**src/rtl/bitblaster_pkg.sv**
```systemverilog
// Shared types and constants for the 10-bit datapath control slice.
// Opcode, bus-source and timestep encodings plus instruction field positions.
package bitblaster_pkg;

    localparam int DATA_W = 10;
    localparam int ADDR_W = 2;

    localparam int OP_HI = 9;
    localparam int OP_LO = 6;
    localparam int RX_HI = 5;
    localparam int RX_LO = 4;
    localparam int RY_HI = 3;
    localparam int RY_LO = 2;

    // Opcodes 8..15 all behave as NOP; only 8 is named.
    typedef enum logic [3:0] {
        OP_LOAD = 4'd0,
        OP_MOV  = 4'd1,
        OP_ADD  = 4'd2,
        OP_SUB  = 4'd3,
        OP_AND  = 4'd4,
        OP_OR   = 4'd5,
        OP_XOR  = 4'd6,
        OP_NOT  = 4'd7,
        OP_NOP  = 4'd8
    } opcode_t;

    typedef enum logic [1:0] {
        BUS_NONE = 2'd0,
        BUS_Q0   = 2'd1,
        BUS_EXT  = 2'd2,
        BUS_G    = 2'd3
    } bussel_t;

    typedef enum logic [1:0] {
        T0 = 2'd0,
        T1 = 2'd1,
        T2 = 2'd2
    } tstep_t;

endpackage

```
**src/rtl/regfile_seq_decode.sv**
```systemverilog
// Combinational control decode: maps (timestep, IR) to register-file,
// bus and ALU controls, and computes the next timestep.
module regfile_seq_decode
    import bitblaster_pkg::*;
(
    input  tstep_t             state,
    input  logic [DATA_W-1:0]  ir,
    input  logic               exec,
    output tstep_t             next_state,
    output logic               enw,
    output logic [ADDR_W-1:0]  wra,
    output logic               enr0,
    output logic [ADDR_W-1:0]  rda0,
    output logic               enr1,
    output logic [ADDR_W-1:0]  rda1,
    output bussel_t            bus_sel,
    output logic [2:0]         alu_op,
    output logic               gin,
    output logic               ready,
    output logic               done
);

    logic [3:0]        op;
    logic [ADDR_W-1:0] rx;
    logic [ADDR_W-1:0] ry;
    logic              unused_ir_bits;

    assign op             = ir[OP_HI:OP_LO];
    assign rx             = ir[RX_HI:RX_LO];
    assign ry             = ir[RY_HI:RY_LO];
    assign unused_ir_bits = ^ir[1:0];

    // Addresses stay at zero whenever their enable is low.
    always_comb begin
        next_state = T0;
        enw        = 1'b0;
        wra        = '0;
        enr0       = 1'b0;
        rda0       = '0;
        enr1       = 1'b0;
        rda1       = '0;
        bus_sel    = BUS_NONE;
        alu_op     = 3'd0;
        gin        = 1'b0;
        ready      = 1'b0;
        done       = 1'b0;

        case (state)
            T0: begin
                ready      = 1'b1;
                next_state = exec ? T1 : T0;
            end
            T1: begin
                case (op)
                    OP_LOAD: begin
                        bus_sel = BUS_EXT;
                        enw     = 1'b1;
                        wra     = rx;
                        done    = 1'b1;
                    end
                    OP_MOV: begin
                        enr0    = 1'b1;
                        rda0    = ry;
                        bus_sel = BUS_Q0;
                        enw     = 1'b1;
                        wra     = rx;
                        done    = 1'b1;
                    end
                    OP_ADD, OP_SUB, OP_AND, OP_OR, OP_XOR, OP_NOT: begin
                        enr0       = 1'b1;
                        rda0       = rx;
                        enr1       = (op != OP_NOT);
                        rda1       = (op != OP_NOT) ? ry : '0;
                        alu_op     = op[2:0];
                        gin        = 1'b1;
                        next_state = T2;
                    end
                    default: begin
                        done = 1'b1;
                    end
                endcase
            end
            T2: begin
                bus_sel = BUS_G;
                enw     = 1'b1;
                wra     = rx;
                done    = 1'b1;
            end
            default: begin
                next_state = T0;
            end
        endcase
    end

endmodule

```
**src/rtl/regfile_sequencer.sv**
```systemverilog
// Instruction sequencer for the register-file datapath: holds the timestep
// register and IR, clocked on the falling edge of the debounced clock.
module regfile_sequencer
    import bitblaster_pkg::*;
(
    input  logic               CLKb,
    input  logic               Clrn,
    input  logic               Exec,
    input  logic [DATA_W-1:0]  Instr,
    output logic               ENW,
    output logic [ADDR_W-1:0]  WRA,
    output logic               ENR0,
    output logic [ADDR_W-1:0]  RDA0,
    output logic               ENR1,
    output logic [ADDR_W-1:0]  RDA1,
    output logic [1:0]         BusSel,
    output logic [2:0]         AluOp,
    output logic               Gin,
    output logic               Ready,
    output logic               Done,
    output logic [1:0]         Tstep
);

    tstep_t            state;
    tstep_t            next_state;
    bussel_t           bus_sel;
    logic [DATA_W-1:0] ir;

    // Instr is only captured on an accepted request in T0.
    always_ff @(negedge CLKb or negedge Clrn) begin
        if (!Clrn) begin
            state <= T0;
            ir    <= '0;
        end else begin
            state <= next_state;
            if (state == T0 && Exec) begin
                ir <= Instr;
            end
        end
    end

    regfile_seq_decode u_decode (
        .state      (state),
        .ir         (ir),
        .exec       (Exec),
        .next_state (next_state),
        .enw        (ENW),
        .wra        (WRA),
        .enr0       (ENR0),
        .rda0       (RDA0),
        .enr1       (ENR1),
        .rda1       (RDA1),
        .bus_sel    (bus_sel),
        .alu_op     (AluOp),
        .gin        (Gin),
        .ready      (Ready),
        .done       (Done)
    );

    assign BusSel = bus_sel;
    assign Tstep  = state;

endmodule

```
**config.mk**
```make
export PLATFORM = sky130hd
export DESIGN_NAME = regfile_sequencer
export DESIGN_NICKNAME = d
export VERILOG_FILES = /design/src/rtl/bitblaster_pkg.sv /design/src/rtl/regfile_seq_decode.sv /design/src/rtl/regfile_sequencer.sv
export SDC_FILE = /design/constraint.sdc
export NUM_CORES = 1
export LEC_CHECK = 0
export BUFFER_PORTS_ARGS = -buffer_cell sky130_fd_sc_hd__buf_2
export CAP_MARGIN = 40
export CORE_MARGIN = 5
export CORE_UTILIZATION = 40
export CTS_CLUSTER_DIAMETER = 120
export DETAILED_ROUTE_END_ITERATION = 8
export PLACE_DENSITY = 0.76
export SYNTH_ARGS = -nofsm -noshare
export SYNTH_HDL_FRONTEND = slang
export SYNTH_HIERARCHICAL = 1
export SYNTH_SLANG_ARGS = --single-unit
```
**constraint.sdc**
```tcl
create_clock -name CLKb -period 3.5 [get_ports CLKb]
set_input_delay 0.175 -clock CLKb [delete_from_list [all_inputs] [get_ports CLKb]]
set_output_delay 0.175 -clock CLKb [all_outputs]
set_load 0.01 [all_outputs]
```
Word-level counts from Yosys, hierarchy flattened
Cells that the tools add are included.

Register bits: 12. Bits in latches: 0. RAM bits: 0. Bits in read-only memories: 0. Input bits: 13. Output and inout port bits: 19. Word-level logic and storage cells: 43. Memories kept: 0.

Add/subtract/negate cells: 0. Multiply operators: 0. Divide/modulo/power cells: 0. $lt $le $gt $ge: 0. Equality and inequality tests: 10. Shift-type cells: 0. Muxes and demuxes: 25. Bitwise operators: 0. Reductions and logical operators: 6.

Operators with widths (count): $pmux W2 S2 (5); $eq A4 B3 Y1 const B (4); $mux W2 (6); $mux W1 (10); $eq A4 B2 Y1 const B (2); $reduce_or A7 Y1 (1); $mux W3 (2); $reduce_or A6 Y1 (1); $eq A4 B1 Y1 const B (1); $logic_not A4 Y1 (1); $ne A4 B3 Y1 const B (1); $pmux W1 S2 (2); $eq A2 B1 Y1 const B (1); $eq A2 B2 Y1 const B (1); $logic_not A2 Y1 (1); $reduce_or A2 Y1 (1); $logic_and A1 B1 Y1 (1).

Logic depth before layout (Yosys ltp)
Word-level depth: 4. Depth in mapped cells: 5. Depth with buffers taken out: 4.

Cells and area by module
The synthesis kept the hierarchy.

By module, submodules not included: regfile_sequencer (times used 1, cells an instance 24, area an instance 436.7 sq um, sequential area each 300.3 sq um); regfile_seq_decode (times used 1, cells an instance 44, area an instance 270.3 sq um, sequential area each 0.0 sq um).

==> results.json <==
{
  "cts_hold_buf": 0,
  "wl_per_cell_um": 13.64,
  "p_leak_nw": 0.4917,
  "grt_max_degree": 11,
  "die_y_um": 49.83,
  "rows": 14,
  "status": "complete, but fails checks",
  "cts.sinks": 10,
  "setup_slack_ps": -113.7,
  "dpl.hpwl_um": 1211,
  "grt.overflow.total": 0,
  "fin_skew_ps": 0.4894,
  "root_buffer": "clkbuf_4",
  "hold_violations": 0,
  "hold_ws_ps": 480.6,
  "path_max_fanout": 5,
  "wl_um": 1678,
  "gp_congestion": 0.7458,
  "synth_cells": 64,
  "drt-pass1-iter-count": 4,
  "portBuffers": 29,
  "grt_pass1_vias": 626,
  "place_ws_ps": 97.38,
  "grt_usage_pct": 14.06,
  "die_w_um": 49.83,
  "required_ps": 3320,
  "initial_utilization_pct": 42.11,
  "ioPinCount": 32,
  "arrival_ps": 3440,
  "min_path_type": "register to register",
  "start_kind": "register",
  "ant_nets": 0,
  "vias": 625,
  "layout-drive-gt1-share_pct": 63.55,
  "nets": 124,
  "clk_latency_ps": 270,
  "cts.reportedPaths.clkPinSlew_ps": 50,
  "cts_buffer_depth": 2,
  "slew_headroom_pct": 78.99,
  "drv_cap": 0,
  "rsz0062_at_grt": "true",
  "p_per_area_mw_per_mm2": 604.6,
  "drt_iter0_markers": 12,
  "end_kind": "output port",
  "fp.dieArea_sq_mm": 0.002483,
  "syn_nets": 80,
  "grt_first_pass_wirelength_um": 2725,
  "violations": "negative setup slack",
  "antenna_found_initial": 0,
  "cts_tree": "built",
  "diodes": 0,
  "synth.avg_cell_area_sq_um": 9.912,
  "drc": 0,
  "netlist_area_sq_um": 634.4,
  "worstSetupPathType": "register to output port",
  "layout-area-overhead-vs-synth_pct": 52.47,
  "peakVddDrop_uv": 331.2,
  "core_area_sq_mm": 0.001506,
  "cts_made_buffers": 3,
  "yosys_warnings": 6,
  "vias_per_cell": 5.081,
  "h-tree-depth": 1,
  "drv_slew": 0,
  "tightestPinTransition_ps": 314.8,
  "setup_violations": 6
}
[flip-flops by register name, indices dropped and copies added (netlist names)]
name / flops
ir: 8
Tstep: 2
[power by group]
group | internal, mW | switching, mW | total [mW]
registers | 0.153 | 0.0334 | 0.186
logic | 0.154 | 0.140 | 0.294
clock network | 0.0631 | 0.0412 | 0.104
[metrics by stage]
stage / std cells / utilization, % / power, mW / area, sq um / TNS [ps]
floorplan: 64 / - / 0.3315 / 634.4 / 0
global placement: 111 / 54.07 / 0.4016 / 814.5 / 0
detailed placement: 111 / 54.07 / 0.4102 / 814.5 / 0
CTS: 122 / 61.13 / 0.5631 / 920.9 / -483.6
global route: 123 / 64.20 / 0.6297 / 967.2 / -846.5
finish: 123 / 64.20 / 0.5847 / 967.2 / -394.1
[layout by cell type, fill, tap and decap left out, drive strengths merged]
| cell | n |
|---|---|
| o22ai | 1 |
| o21ai | 2 |
| o21a | 1 |
| nand2 | 3 |
| nand2b | 1 |
| nor4 | 2 |
| a21oi | 5 |
| inv | 8 |
| nor3 | 2 |
| clkbuf | 4 |
| a211oi | 1 |
| or4b | 1 |
| nor3b | 2 |
| buf | 41 |
| and3 | 1 |
| o31a | 1 |
| ha | 3 |
| or4bb | 2 |
| nor2 | 6 |
| and2 | 1 |
| dfrtn | 10 |
| mux2 | 8 |
| nor2b | 1 |
[layout make-up]
class	count	area, sq um
clock buffer	4	36.28
fill	127	539.3
inverter	8	30.03
multi-input combinational	44	395.4
sequential	10	250.2
tap	16	20.02
timing repair buffer	41	235.2
[critical path: stages, from the launching register on]
cell      delay, ps
dfrtn_1         440
ha_4            140
or4b_4          490
a211oi_2        180
buf_2           160
[per-layer routing]
layer / vias to the layer above / routed length (um) / global-route usage [%]
met1: 289 / 683 / 15.37
met5: - / 0 / 0
met4: 0 / 14 / 8.297
met3: 2 / 119 / 3.313
met2: 21 / 861 / 24.15
li1: 313 / - / -
[final timing paths]
check | start | end | slack, ps | cells after the start
max | Tstep[0] | BusSel[1] | -110 | 4
min | ir[3] | ir[3] | 480 | 1
max reg2reg | Tstep[1] | ir[8] | 2130 | 4
min reg2reg | ir[3] | ir[3] | 480 | 1
max in group asynchronous | Clrn | Tstep[1] | 1890 | 1
min in group asynchronous | Clrn | ir[6] | 1390 | 1
[what timing repair did]
| action | CTS | global route |
|---|---|---|
| setup endpoints to repair | 8 | 13 |
| buffers inserted | 7 | 1 |
| pin swaps | 3 | 3 |
| gates resized for setup | 7 | 6 |
Note: power is estimated with default switching activity, not from simulation.
